--- src/rtl/arm_pkg.sv ---
// Shared definitions for the ARM core front end: word geometry and fetch FSM states.
package arm_pkg;

    localparam int unsigned WORD_W    = 32;
    localparam logic [31:0] PC_STEP   = 32'd4;
    localparam logic [31:0] NOP_INSTR = 32'h0;

    typedef enum logic [1:0] {
        FS_BOOT,
        FS_RUN,
        FS_STALL
    } fetch_state_t;

endpackage

--- src/rtl/arm_fetch_stage_if.sv ---
// Fetch-to-decode interface: stall/redirect from later stages, IF/ID latch toward decode.
interface arm_fetch_stage_if;
    import arm_pkg::*;

    logic                freeze;
    logic                branch_taken;
    logic [WORD_W-1:0]   branch_addr;
    logic [WORD_W-1:0]   pc_out;
    logic [WORD_W-1:0]   instruction_memory_out;
    logic                if_valid;
    logic [15:0]         fetch_count;

    modport master (
        input  freeze, branch_taken, branch_addr,
        output pc_out, instruction_memory_out, if_valid, fetch_count
    );

    modport slave (
        output freeze, branch_taken, branch_addr,
        input  pc_out, instruction_memory_out, if_valid, fetch_count
    );

endinterface

--- src/rtl/arm_fetch_stage_rom.sv ---
// Instruction ROM with combinational word-addressed read; words past the end read as NOP.
module arm_instr_rom
    import arm_pkg::*;
#(
    parameter int unsigned IMEM_WORDS = 64,
    parameter              INIT_FILE  = "instr.mem"
) (
    input  logic [WORD_W-3:0] word_addr_i,
    output logic [WORD_W-1:0] data_o
);

    localparam int unsigned AW = (IMEM_WORDS > 1) ? $clog2(IMEM_WORDS) : 1;
    localparam logic [WORD_W-3:0] DEPTH = (WORD_W-2)'(IMEM_WORDS);

    // Image named by INIT_FILE is loaded into mem by the surrounding environment.
    logic [WORD_W-1:0] mem [IMEM_WORDS];

    always_comb begin
        data_o = NOP_INSTR;
        if (word_addr_i < DEPTH) begin
            data_o = mem[word_addr_i[AW-1:0]];
        end
    end

endmodule

--- src/rtl/arm_fetch_stage.sv ---
// Fetch stage: PC register, boot/run/stall FSM, and the IF/ID latch feeding decode.
module arm_fetch_stage
    import arm_pkg::*;
#(
    parameter logic [31:0] RESET_PC   = 32'h0000_0000,
    parameter int unsigned IMEM_WORDS = 64,
    parameter              INIT_FILE  = "instr.mem"
) (
    input  logic              clk,
    input  logic              rst,
    arm_fetch_stage_if.master fif
);

    fetch_state_t      state_q, state_d;
    logic [WORD_W-1:0] pc_q, pc_d;
    logic [WORD_W-1:0] pc_out_q, pc_out_d;
    logic [WORD_W-1:0] instr_q, instr_d;
    logic              valid_q, valid_d;
    logic [15:0]       cnt_q, cnt_d;

    logic [WORD_W-1:0] rom_data;
    logic [WORD_W-1:0] pc_plus4;
    logic [WORD_W-1:0] target;

    arm_instr_rom #(
        .IMEM_WORDS (IMEM_WORDS),
        .INIT_FILE  (INIT_FILE)
    ) u_rom (
        .word_addr_i (pc_q[WORD_W-1:2]),
        .data_o      (rom_data)
    );

    assign pc_plus4 = pc_q + PC_STEP;
    assign target   = {fif.branch_addr[WORD_W-1:2], 2'b00};

    always_comb begin
        state_d  = state_q;
        pc_d     = pc_q;
        pc_out_d = pc_out_q;
        instr_d  = instr_q;
        valid_d  = valid_q;
        cnt_d    = cnt_q;

        // A redirect overrides both the boot bubble and any pending stall.
        if (fif.branch_taken) begin
            pc_d     = target;
            pc_out_d = '0;
            instr_d  = NOP_INSTR;
            valid_d  = 1'b0;
            state_d  = FS_RUN;
        end else begin
            case (state_q)
                FS_BOOT: state_d = FS_RUN;
                default: begin
                    if (fif.freeze) begin
                        state_d = FS_STALL;
                    end else begin
                        pc_d     = pc_plus4;
                        pc_out_d = pc_plus4;
                        instr_d  = rom_data;
                        valid_d  = 1'b1;
                        if (cnt_q != '1) cnt_d = cnt_q + 16'd1;
                        state_d  = FS_RUN;
                    end
                end
            endcase
        end
    end

    always_ff @(posedge clk) begin
        if (rst) begin
            state_q  <= FS_BOOT;
            pc_q     <= RESET_PC;
            pc_out_q <= '0;
            instr_q  <= NOP_INSTR;
            valid_q  <= 1'b0;
            cnt_q    <= '0;
        end else begin
            state_q  <= state_d;
            pc_q     <= pc_d;
            pc_out_q <= pc_out_d;
            instr_q  <= instr_d;
            valid_q  <= valid_d;
            cnt_q    <= cnt_d;
        end
    end

    assign fif.pc_out                 = pc_out_q;
    assign fif.instruction_memory_out = instr_q;
    assign fif.if_valid               = valid_q;
    assign fif.fetch_count            = cnt_q;

endmodule

--- src/flat_wrapper.sv ---
// flat-port wrapper written by rule: the top's interface ports become plain ports
module arm_fetch_stage_flat import arm_pkg::*;
#(
    parameter logic [31:0] RESET_PC   = 32'h0000_0000,
    parameter int unsigned IMEM_WORDS = 64,
    parameter              INIT_FILE  = "         "
)
  (clk, rst, fif_freeze, fif_branch_taken, fif_branch_addr, fif_pc_out, fif_instruction_memory_out, fif_if_valid, fif_fetch_count);
  arm_fetch_stage_if fif_i ();
  input  logic clk;
  input  logic rst;
  input wire logic [$bits(fif_i.freeze)-1:0] fif_freeze;
  input wire logic [$bits(fif_i.branch_taken)-1:0] fif_branch_taken;
  input wire logic [$bits(fif_i.branch_addr)-1:0] fif_branch_addr;
  output wire logic [$bits(fif_i.pc_out)-1:0] fif_pc_out;
  output wire logic [$bits(fif_i.instruction_memory_out)-1:0] fif_instruction_memory_out;
  output wire logic [$bits(fif_i.if_valid)-1:0] fif_if_valid;
  output wire logic [$bits(fif_i.fetch_count)-1:0] fif_fetch_count;
  assign fif_i.freeze = fif_freeze;
  assign fif_i.branch_taken = fif_branch_taken;
  assign fif_i.branch_addr = fif_branch_addr;
  assign fif_pc_out = fif_i.pc_out;
  assign fif_instruction_memory_out = fif_i.instruction_memory_out;
  assign fif_if_valid = fif_i.if_valid;
  assign fif_fetch_count = fif_i.fetch_count;
  arm_fetch_stage #(.RESET_PC(RESET_PC), .IMEM_WORDS(IMEM_WORDS), .INIT_FILE(INIT_FILE)) u_core (.clk(clk), .rst(rst), .fif(fif_i));
endmodule
--- config.mk ---
export PLATFORM = sky130hd
export DESIGN_NAME = arm_fetch_stage_flat
export DESIGN_NICKNAME = d
export VERILOG_FILES = /design/src/rtl/arm_pkg.sv /design/src/rtl/arm_fetch_stage_if.sv /design/src/rtl/arm_fetch_stage_rom.sv /design/src/rtl/arm_fetch_stage.sv /design/src/flat_wrapper.sv
export SDC_FILE = /design/constraint.sdc
export NUM_CORES = 1
export LEC_CHECK = 0
export BUFFER_PORTS_ARGS = -buffer_cell sky130_fd_sc_hd__buf_2
export CAP_MARGIN = 0
export CORE_ASPECT_RATIO = 2
export CORE_MARGIN = 5
export CORE_UTILIZATION = 54
export CTS_CLUSTER_DIAMETER = 100
export CTS_CLUSTER_SIZE = 12
export DETAILED_ROUTE_END_ITERATION = 16
export PLACE_DENSITY = 0.9
export SLEW_MARGIN = 20
export SYNTH_ARGS = -nofsm -noshare
export SYNTH_HDL_FRONTEND = slang
export SYNTH_HIERARCHICAL = 1
export SYNTH_SLANG_ARGS = --single-unit
--- constraint.sdc ---
create_clock -name clk -period 2.6 [get_ports clk]
set_clock_uncertainty 0.1 [all_clocks]
set_input_delay 0.13 -clock clk [delete_from_list [all_inputs] [get_ports clk]]
set_output_delay 0.13 -clock clk [all_outputs]
set_load 0.05 [all_outputs]
==> summary.txt, run 1 <==
STA
  – Hold Vio Cnt, Final: 0
  – FMAX: 446 MHz
  – Least-Margin Pin Slew: 0.802 ns
  – Slew Limit Fails: 0
  – Setup TNS: 0 ns
  – Hold slack: 0.0131 ns
  – Relative slew slack: 0.465
  – RSZ-0062 raised after global routing: false
  – Fin crit share: 0.863
  – Final Critical Period: 2.24 ns
  – # setup viols final: 0

Critical path
  – WS Path Type: reg2reg
  – Setup crit end kind: register
  – CP Launch Type: register
  – WP data required: 2.70 ns
  – Worst endpoint data arrival time: 2.34 ns
  – Crit Path Max Fanout: 5

Logic synthesis
  – Ys Warns: 6
  – Asr flop ratio synth: 0
  – Syn avg cell area: 8.30 µm²
  – Post-synth top flop: dfxtp_1
  – Number of flops mapped to enable cells by yosys: 0
  – Register area share after synthesis: 0.407
  – Synthesized area: 0.00547 mm²
  – Unique masters post-synth: 52
  – Post-synthesis cell count: 659
  – Synthesized flop and latch total: 111

Drt
  – DRC Markers: 0
  – WL/cell: 14.2 µm
  – Total vias in the final route: 4841
  – Initial DRC count: 306
  – Overall routed net length: 13.0 mm
  – Post-detailed-route count of antenna-violating nets: 0
  – DR vias/cell: 5.33
  – TritonRoute pass-1 iters: 5

Finish
  – Post-Layout Cell Count: 909
  – Register Area: 0.00222 mm²
  – Leading cell types in the layout, fill and taps excluded: 112 x buf_2, 111 x dfxtp_1, 98 x nand2_1
  – FILL cells: 894
  – Design Area, Final: 0.00645 mm²
  – Area grow syn2layout: 18.0%
  – Share of layout cells above drive strength 1: 0.204
  – Ant. Diodes: 0
  – Commonest non-fill, non-tap cell in the layout: buf_2
  – Layout net count: 808
  – Area occupied by multi-input gates: 0.00286 mm²

Pwr
  – VDD IR max: 0.405 mV
  – Pleak: 2.54 nW
  – Power Density: 560 mW/mm²

Floorplanning
  – DIE WIDTH: 81.1 µm
  – Core Area: 0.0100 mm²
  – Starting Density: 0.546
  – Die H: 152 µm
  – DIE AREA: 0.0124 mm²
  – # rows: 52
  – I/O Pins: 117

Run
  – Max-Cap Viols: 0

CTS
  – CTS H-tree lvls: 3
  – Cts bufs inserted: 9
  – Clock slew at reported path FFs: 0.07 ns
  – Clock Latency Late Sink: 0.34 ns
  – Clock root buffer: clkbuf_16
  – Post-cts sizing count: 0
  – CTS Hold Buffers Added: 25
  – Clk buf depth: 2
  – Post-CTS setup buffer count: 0
  – Clk sink count: 111
  – CTS tree: done

Placed design
  – Post-DP HPWL: 9.16 mm
  – Gpl congestion: 0.848
  – Dpl cells: 869
  – Area after DPL: 0.00591 mm²
  – Number of port buffers: 112

Status
  – Status: completed

Global route
  – Pin count of the biggest net entering global routing: 78
  – Total gr overflow: 0
  – GRT Util Overall: 0.217
  – Initial antenna violation count: 0
  – First-pass GRT wire length: 21.5 mm
  – Number of global-route vias before repair: 4608

Min path
  – Worst min-delay path class: in2reg
[metal layers]
| layer | GRT usage | up-vias | wire length (µm) |
|---|---|---|---|
| met4 | 0.113 | 0 | 427 |
| met2 | 0.375 | 176 | 6690 |
| met1 | 0.250 | 2192 | 5140 |
| li1 | - | 2436 | - |
| met5 | 0 | - | 0 |
| met3 | 0.0331 | 37 | 694 |
[cell usage after synthesis (4+ instances only)]
master    number  area [µm²]
xnor2_1       47         412
nor4_2         4        50.1
or3_1          4        25.0
nand2_1       98         368
nor3_1        16        80.1
nor2_1        60         225
a311oi_1       4        35.0
buf_4         37         278
dfxtp_1      111        2220
nor4_1         8        50.1
buf_2          6        30.0
a211oi_1      27         203
and4_1         6        52.6
nand4_1       14        87.6
buf_1          5        18.8
clkbuf_1      25        93.8
clkbuf_8       4        55.1
mux2i_1        8        80.1
and3_1         5        31.3
nand3_1       19        95.1
xor2_1        15         131
a21oi_1       66         330
o21ai_0       28         140
[critical path, stage by stage (launching register included)]
cell and delay [ns]:
dfxtp_1 0.41, ha_1 0.27, nand4_2 0.20, or4_4 0.62, nor3_2 0.26, xnor2_1 0.16
a211oi_2 0.08
[final timing paths]
kind,start,endpoint,slack [ns],depth (start not counted)
hold reg to reg,u_core/fif.instruction_memory_out[2]$_SDFFE_PP0P_,u_core/fif.instruction_memory_out[2]$_SDFFE_PP0P_,0.35,2
setup / recovery,u_core/pc_q[2]$_SDFFE_PP0P_,u_core/pc_q[30]$_SDFFE_PP0P_,0.36,6
setup reg to reg,u_core/pc_q[2]$_SDFFE_PP0P_,u_core/pc_q[30]$_SDFFE_PP0P_,0.36,6
hold / removal,fif_branch_addr[30],u_core/pc_q[30]$_SDFFE_PP0P_,0.01,3
[power by group]
group          switching (W)  total [W]  internal, W
Sequential         0.0000691    0.00183      0.00176
Clock               0.000567    0.00134     0.000769
Combinational       0.000292   0.000445     0.000153
[layout make-up]
class,count,area share
timing repair buffer,148,0.139
clock buffer,12,0.0382
sequential,111,0.345
multi-input combinational,496,0.443
tap,135,0.0262
clock inverter,3,0.00679
inverter,4,0.00233
[through the flow]
| step | total power [W] | worst slack, ns | util |
|---|---|---|---|
| after floorplan | 0.00221 | 0.474 | - |
| final | 0.00361 | 0.356 | 0.644 |
| after detailed placement | 0.00228 | 0.408 | 0.589 |
| after CTS | 0.00365 | 0.365 | 0.643 |
| after global placement | 0.00227 | 0.462 | 0.589 |
| after global routing | 0.00376 | 0.230 | 0.644 |
[sequential cells by signal (all words and copies together), names as in the netlist]
register,count
u_core/state_q,2
u_core/fif.if_valid,1
u_core/fif.pc_out,30
u_core/fif.instruction_memory_out,32
u_core/fif.fetch_count,16
u_core/pc_q,30
[logic make-up (layout without fill, tap and decap cells)]
kind of cell / count (synthesis) / count (layout) / share of synthesized area
muxes: 9 / 9 / 0.0167
other: 2 / 34 / 0.00137
DFF: 111 / 111 / 0.407
buffers and inverters: 84 / 167 / 0.0954
xor gates and xnor gates: 62 / 62 / 0.0993
and+or+nand+nor: 253 / 253 / 0.228
adders and majority gates: 2 / 2 / 0.00458
AOI/OAI and AO/OA: 136 / 136 / 0.148
(Power assumes the default switching activity.)
==> run 2, diff against run 1 <==
--- a/config.mk
+++ b/config.mk
@@ -5,17 +5,18 @@
 export SDC_FILE = /design/constraint.sdc
 export NUM_CORES = 1
 export LEC_CHECK = 0
+export ABC_AREA = 1
 export BUFFER_PORTS_ARGS = -buffer_cell sky130_fd_sc_hd__buf_2
 export CAP_MARGIN = 0
 export CORE_ASPECT_RATIO = 2
 export CORE_MARGIN = 5
-export CORE_UTILIZATION = 54
+export CORE_UTILIZATION = 53
 export CTS_CLUSTER_DIAMETER = 100
 export CTS_CLUSTER_SIZE = 12
 export DETAILED_ROUTE_END_ITERATION = 16
-export PLACE_DENSITY = 0.9
+export PLACE_DENSITY = 0.91
+export SKIP_LAST_GASP = 1
 export SLEW_MARGIN = 20
 export SYNTH_ARGS = -nofsm -noshare
 export SYNTH_HDL_FRONTEND = slang
-export SYNTH_HIERARCHICAL = 1
 export SYNTH_SLANG_ARGS = --single-unit
==> summary.txt, run 2 <==
STA
  – # setup viols final: 0 (unchanged)
  – Final Critical Period: 1.83 ns (-0.415 ns)
  – Fin crit share: 0.704 (-0.159)
  – FMAX: 547 MHz (+23%)
  – Least-Margin Pin Slew: 0.565 ns (-0.237 ns)
  – Relative slew slack: 0.623 (+0.157)
  – Slew Limit Fails: 0 (unchanged)
  – Setup TNS: 0 ns (unchanged)
  – RSZ-0062 raised after global routing: false
  – Hold Vio Cnt, Final: 0 (unchanged)

Run
  – Max-Cap Viols: 0 (unchanged)

Finish
  – Ant. Diodes: 0 (unchanged)
  – Area grow syn2layout: 17.7%
  – Leading cell types in the layout, fill and taps excluded: 210 x nand2_1, 80 x buf_2, 79 x dfxtp_1
  – Layout net count: 790 (-2.2%)
  – Design Area, Final: 0.00531 mm² (-18%)
  – Share of layout cells above drive strength 1: 0.194 (-0.00995)
  – Commonest non-fill, non-tap cell in the layout: nand2_1
  – Area occupied by multi-input gates: 0.00248 mm² (-13%)
  – Register Area: 0.00158 mm² (-29%)
  – Post-Layout Cell Count: 855 (-5.9%)
  – FILL cells: 743 (-17%)

Drt
  – Overall routed net length: 12.6 mm (-2.8%)
  – DRC Markers: 0 (unchanged)
  – TritonRoute pass-1 iters: 6 (+1)
  – WL/cell: 14.7 µm (+3.3%)
  – Total vias in the final route: 4489 (-7.3%)
  – Initial DRC count: 344 (+12%)
  – DR vias/cell: 5.25 (-1.4%)
  – Post-detailed-route count of antenna-violating nets: 0 (unchanged)

Placed design
  – Gpl congestion: 0.970 (+14%)
  – Area after DPL: 0.00483 mm² (-18%)
  – Dpl cells: 820 (-5.6%)
  – Post-DP HPWL: 9.03 mm (-1.5%)
  – Number of port buffers: 80 (-29%)

CTS
  – Clock Latency Late Sink: 0.35 ns (about the same)
  – Post-CTS setup buffer count: 0 (unchanged)
  – CTS H-tree lvls: 3 (unchanged)
  – Clk sink count: 79 (-29%)
  – CTS Hold Buffers Added: 19 (-24%)
  – Clock slew at reported path FFs: 0.06 ns (about the same)
  – CTS tree: done
  – Clk buf depth: 2 (unchanged)
  – Clock root buffer: clkbuf_16
  – Cts bufs inserted: 9 (unchanged)
  – Post-cts sizing count: 0 (unchanged)

Critical path
  – WP data required: 2.78 ns (+0.08 ns)
  – RR Startpoint: u_core.state_q[1]$_SDFF_PP0_
  – CP Launch Type: register
  – WS Path Type: reg2reg
  – CP startpoint: u_core.state_q[1]$_SDFF_PP0_
  – Flop2flop setup slack: 0.77 ns (+0.41 ns)
  – Worst endpoint data arrival time: 2.01 ns (-0.33 ns)
  – Setup crit end kind: register
  – Crit Path Max Fanout: 30 (+25)

Global route
  – GRT Util Overall: 0.246 (+0.0293)
  – Number of global-route vias before repair: 4341 (-5.8%)
  – Pin count of the biggest net entering global routing: 31 (-60%)
  – Initial antenna violation count: 0 (unchanged)
  – First-pass GRT wire length: 19.8 mm (-8.0%)
  – Total gr overflow: 0 (unchanged)

Logic synthesis
  – Synth top cells by count: 210 x nand2_1, 79 x dfxtp_1, 66 x nor2_1, 62 x nand3_1, 51 x inv_1
  – Synthesized area: 0.00451 mm² (-17%)
  – Most frequent cell after synthesis: nand2_1
  – Number of flops mapped to enable cells by yosys: 0 (unchanged)
  – Asr flop ratio synth: 0 (unchanged)
  – Synth area leader: dfxtp_1
  – Synthesized flop and latch total: 79 (-29%)
  – Top post-synthesis cells by area: dfxtp_1 35%, nand2_1 17%, nand3_1 6.9%, buf_4 6.2%, nor2_1 5.5%
  – Post-synthesis cell count: 656 (-0.46%)
  – Register area share after synthesis: 0.350 (-0.0562)
  – Unique masters post-synth: 40 (-23%)
  – Top cell type's share of synthesized area: 0.350 (-0.0562)
  – Ys Warns: 0 (-6)
  – Syn avg cell area: 6.88 µm² (-17%)
  – Post-synth top flop: dfxtp_1

Status
  – Status: completed

Pwr
  – Internal Pwr Total: 0.00212 W (-21%)
  – Power Density: 552 mW/mm² (-1.4%)
  – Sw Ratio: 0.278 (+0.0206)
  – Pleak: 2.44 nW (-4.0%)
  – Comb pwr share: 0.130 (+0.007)
  – Seq pwr share: 0.441 (-0.066)
  – Clock share of power: 0.430 (+0.060)
  – Switching power: 0.000814 W (-12%)
  – VDD IR max: 0.447 mV (+10%)

Floorplanning
  – Die H: 141 µm (-7.7%)
  – Core Area: 0.00829 mm² (-17%)
  – I/O Pins: 117 (unchanged)
  – Starting Density: 0.544 (-0.00114)
  – DIE AREA: 0.0106 mm² (-14%)
  – DIE WIDTH: 75.3 µm (-7.3%)
  – # rows: 47 (-9.6%)

Min path
  – Worst min-delay path class: in2reg
  – Hold_sp: fif_branch_addr[14]
-- run 2: cell count changes after synthesis, sizes merged, moves of 32 or more --
cell | previous run | this run
nand2 | 98 | 219
xnor2 | 47 | 6
inv | 3 | 54
nand3 | 21 | 63
dfxtp | 111 | 79
a21oi | 66 | 28
-- run 2: final timing paths --
check	to	cells after the start
max	u_core.fif.pc_out[10]$_SDFFE_PP0P_	7
min	u_core.pc_q[14]$_SDFFE_PP0P_	3
max reg2reg	u_core.fif.pc_out[10]$_SDFFE_PP0P_	7
min reg2reg	u_core.fif.pc_out[24]$_SDFFE_PP0P_	2
-- run 2: logic make-up (layout without fill, tap and decap cells) --
kind of cell	Yosys count	count (layout)	synth area share
compound gates	71	71	0.103
flops	79	79	0.350
fa+ha+maj	2	2	0.00554
xor+xnor	13	13	0.0252
buf+inv	106	174	0.127
simple gates	384	384	0.388
other cells	1	34	0.000831
-- run 2: layout make-up --
type,count,share of cell area
clock buffers,13,0.0471
clock inverters,3,0.00801
inverters,54,0.0391
multi-input cells,504,0.467
flip-flops and latches,79,0.298
well taps,98,0.0231
repair buffers,104,0.118
-- run 2: through the flow --
stage                     utilization  worst slack [ns]  hold WS [ns]  power, W
after floorplan                     -             0.586         0.135   0.00163
after global placement          0.583             0.846         0.242   0.00167
after detailed placement        0.583             0.805         0.247   0.00167
after CTS                       0.641             0.788       0.00154   0.00293
after global routing            0.641             0.593        0.0143   0.00302
final                           0.641             0.770       0.00223   0.00293
-- run 2: metal layers --
layer | vias up | track usage | wire (µm)
met4 | 0 | 0.130 | 574
met5 | - | 0 | 0
met1 | 2039 | 0.241 | 4300
li1 | 2231 | - | -
met3 | 44 | 0.0595 | 869
met2 | 175 | 0.451 | 6840
-- run 2: power by group through the flow --
stage / logic [W] / registers, W / clock network (W)
6_report: 0.000381 / 0.00129 / 0.00126
5_1_grt: 0.000410 / 0.00130 / 0.00131
4_1_cts: 0.000378 / 0.00129 / 0.00127
3_5_place_dp: 0.000354 / 0.00132 / 0
3_3_place_gp: 0.000350 / 0.00132 / 0
2_1_floorplan: 0.000296 / 0.00134 / 0
-- run 2: critical path: stages (launching register included) --
cell	delay, ns
dfxtp_1	0.30
nor2_2	0.25
nor2_8	0.10
inv_4	0.11
nand2_2	0.14
inv_2	0.46
nand2_1	0.18
nand2_1	0.12
==> run 3, diff against run 2 <==
--- a/config.mk
+++ b/config.mk
@@ -10,11 +10,11 @@
 export CAP_MARGIN = 0
 export CORE_ASPECT_RATIO = 2
 export CORE_MARGIN = 5
-export CORE_UTILIZATION = 53
+export CORE_UTILIZATION = 48
 export CTS_CLUSTER_DIAMETER = 100
 export CTS_CLUSTER_SIZE = 12
 export DETAILED_ROUTE_END_ITERATION = 16
-export PLACE_DENSITY = 0.91
+export PLACE_DENSITY = 0.87
 export SKIP_LAST_GASP = 1
 export SLEW_MARGIN = 20
 export SYNTH_ARGS = -nofsm -noshare
==> constraint.sdc (replaced) <==
create_clock -name clk -period 1.5 [get_ports clk]
set_clock_uncertainty 0.1 [all_clocks]
set_input_delay 0.075 -clock clk [delete_from_list [all_inputs] [get_ports clk]]
set_output_delay 0.075 -clock clk [all_outputs]
set_load 0.05 [all_outputs]
==> summary.txt, run 3 (synthesized netlist as in run 2, its figures left out) <==
Status
  – Status: finished with violations
  – Failing checks: setup timing

Run
  – Max-Cap Viols: 0 (unchanged)

Global route
  – Total gr overflow: 0 (unchanged)
  – GRT Util Overall: 0.293 (+0.0467)
  – Pin count of the biggest net entering global routing: 24 (-23%)
  – Number of global-route vias before repair: 5433 (+25%)
  – First-pass GRT wire length: 26.3 mm (+33%)
  – Initial antenna violation count: 0 (unchanged)

Drt
  – TritonRoute pass-1 iters: 5 (-1)
  – Overall routed net length: 20.2 mm (+61%)
  – WL/cell: 20.6 µm (+40%)
  – Initial DRC count: 612 (+78%)
  – Post-detailed-route count of antenna-violating nets: 0 (unchanged)
  – DRC Markers: 0 (unchanged)
  – Total vias in the final route: 5716 (+27%)
  – DR vias/cell: 5.83 (+11%)

CTS
  – Clk sink count: 79 (unchanged)
  – Clock slew at reported path FFs: 0.07 ns (about the same)
  – Clock Latency Late Sink: 0.35 ns (about the same)
  – Clock root buffer: clkbuf_16
  – Clk buf depth: 2 (unchanged)
  – Cts bufs inserted: 9 (unchanged)
  – CTS tree: done
  – CTS H-tree lvls: 3 (unchanged)

Critical path
  – Crit Path Max Fanout: 6 (-80%)
  – Most common cell on crit path: nand2_2
  – Worst endpoint data arrival time: 1.99 ns (-0.02 ns)
  – WS Path Type: reg2reg
  – Reg2Reg Depth: 10 (+3)
  – CP Launch Type: register
  – Flop2flop setup slack: -0.32 ns (-1.09 ns)
  – Crit-path max cell delay: 0.37 ns (-0.09 ns)
  – WP data required: 1.67 ns (-1.11 ns)
  – Reg2Reg Capture Point: u_core.pc_q[31]$_SDFFE_PP0P_
  – Critical-path cell list: buf_6 > nand2_4 > nor2_4 > nand2_2 > buf_6 > nor2_4 > nand2_2 > nand2_2 > nand3_2 > a21oi_2
  – Crit-path slowest cell: dfxtp_4
  – RR Startpoint: u_core.pc_q[3]$_SDFFE_PP0P_
  – Setup crit end kind: register

Finish
  – Register Area: 0.00165 mm² (+4.0%)
  – Area occupied by multi-input gates: 0.00304 mm² (+23%)
  – Layout net count: 909 (+15%)
  – Commonest non-fill, non-tap cell in the layout: nand2_1
  – FILL cells: 592 (-20%)
  – Ant. Diodes: 0 (unchanged)
  – Post-Layout Cell Count: 980 (+15%)
  – Share of layout cells above drive strength 1: 0.436 (+0.242)
  – Fin util: 0.761 (+0.120)
  – Area grow syn2layout: 56.0%
  – Design Area, Final: 0.00704 mm² (+33%)
  – Leading cell types in the layout, fill and taps excluded: 178 x nand2_1, 90 x buf_4, 80 x buf_2

Floorplanning
  – I/O Pins: 117 (unchanged)
  – Core Area: 0.00926 mm² (+12%)
  – Starting Density: 0.488 (-0.0569)
  – Die H: 147 µm (+4.7%)
  – # rows: 50 (+6.4%)
  – DIE WIDTH: 78.6 µm (+4.4%)
  – DIE AREA: 0.0116 mm² (+9.3%)

STA
  – Hold Vio Cnt, Final: 0 (unchanged)
  – RSZ-0062 raised after global routing: true
  – Fin crit share: 1.21 (+0.507)
  – Relative slew slack: 0.555 (-0.0677)
  – Least-Margin Pin Slew: 0.667 ns (+0.102 ns)
  – # setup viols final: 69 (+69)
  – FMAX: 551 MHz (+0.78%)
  – Slew Limit Fails: 0 (unchanged)
  – Slack of the critical path: -0.316 ns (-1.09 ns)
  – Final Critical Period: 1.82 ns (-0.0141 ns)
  – Hold slack: 0.114 ns (+0.112 ns)

Min path
  – Worst min-delay path class: in2reg
  – Worst Hold End: u_core.pc_q[12]$_SDFFE_PP0P_
  – Hold Path Stages: 5 (+2)
  – Hold_sp: fif_branch_taken

Pwr
  – Power Density: 780 mW/mm² (+41%)
  – Seq pwr share: 0.408 (-0.033)
  – Sw Ratio: 0.310 (+0.0321)
  – Switching power: 0.00170 W (+110%)
  – Internal Pwr Total: 0.00379 W (+79%)
  – Clock share of power: 0.414 (-0.016)
  – Tot Pwr: 0.00549 W (+87%)
  – Pleak: 3.26 nW (+34%)
  – VDD IR max: 0.966 mV (+120%)
  – Comb pwr share: 0.178 (+0.048)

Placed design
  – Dpl cells: 906 (+10%)
  – Gpl congestion: 0.940 (-3.1%)
  – Post-DP HPWL: 11.1 mm (+23%)
  – Area after DPL: 0.00556 mm² (+15%)
  – Number of port buffers: 80 (unchanged)
[run 3: power groups by stage]
stage,registers (W),clock network [W],logic [W]
final,0.00224,0.00228,0.000976
after CTS,0.00223,0.00224,0.000860
after global placement,0.00227,0,0.000755
after floorplan,0.00232,0,0.000514
after global routing,0.00225,0.00237,0.00102
after detailed placement,0.00227,0,0.000768
[run 3: through the flow]
stage          worst slack [ns]  TNS, ns
2_1_floorplan            -0.158    -1.80
3_3_place_gp             -0.442   -14.13
3_5_place_dp             -0.536   -17.30
4_1_cts                 -0.0776   -0.693
5_1_grt                  -0.335   -11.09
6_report                 -0.316    -7.37
[run 3: per-layer routing]
metal,global-route usage,part of all wire,up-vias
met5,0,0,-
met4,0.229,0.10,0
met3,0.0656,0.084,166
met2,0.531,0.50,438
met1,0.274,0.31,2640
li1,-,-,2472
[run 3: final cells by class]
class	instances	share of cell area
Tap cell	104	0.0185
Clock buffer	9	0.0320
Inverter	54	0.0302
Timing Repair Buffer	223	0.243
Multi-Input combinational cell	504	0.432
Clock inverter	7	0.0103
Sequential cell	79	0.234
[run 3: worst max path at each step]
stage	end	from	slack, ns
after floorplan	u_core.fif.fetch_count[5]$_SDFFE_PP0P_	u_core.fif.fetch_count[1]$_SDFFE_PP0P_	-0.16
after CTS	u_core.pc_q[31]$_SDFFE_PP0P_	u_core.pc_q[3]$_SDFFE_PP0P_	-0.08
final	u_core.pc_q[31]$_SDFFE_PP0P_	u_core.pc_q[3]$_SDFFE_PP0P_	-0.32
after global routing	u_core.pc_q[31]$_SDFFE_PP0P_	u_core.pc_q[3]$_SDFFE_PP0P_	-0.34
after global placement	u_core.fif.pc_out[7]$_SDFFE_PP0P_	u_core.state_q[1]$_SDFF_PP0_	-0.44
after detailed placement	u_core.fif.pc_out[7]$_SDFFE_PP0P_	u_core.state_q[1]$_SDFF_PP0_	-0.54
[run 3: what timing repair did]
action,4_1_cts,5_1_grt
setup endpoints to repair,73,69
hold buffers,31,0
setup buffers,11,15
cloned,0,1
hold endpoints to repair,31,0
pin swaps,25,64
resized for setup,49,131
[run 3: worst max-delay path: cells and delay by family (launching register included)]
family,cells,cell delay (ns)
AND/OR/NAND/NOR,7,0.84
flip-flops,1,0.37
buffers and inverters,2,0.24
AO/OA/AOI/OAI,1,0.19
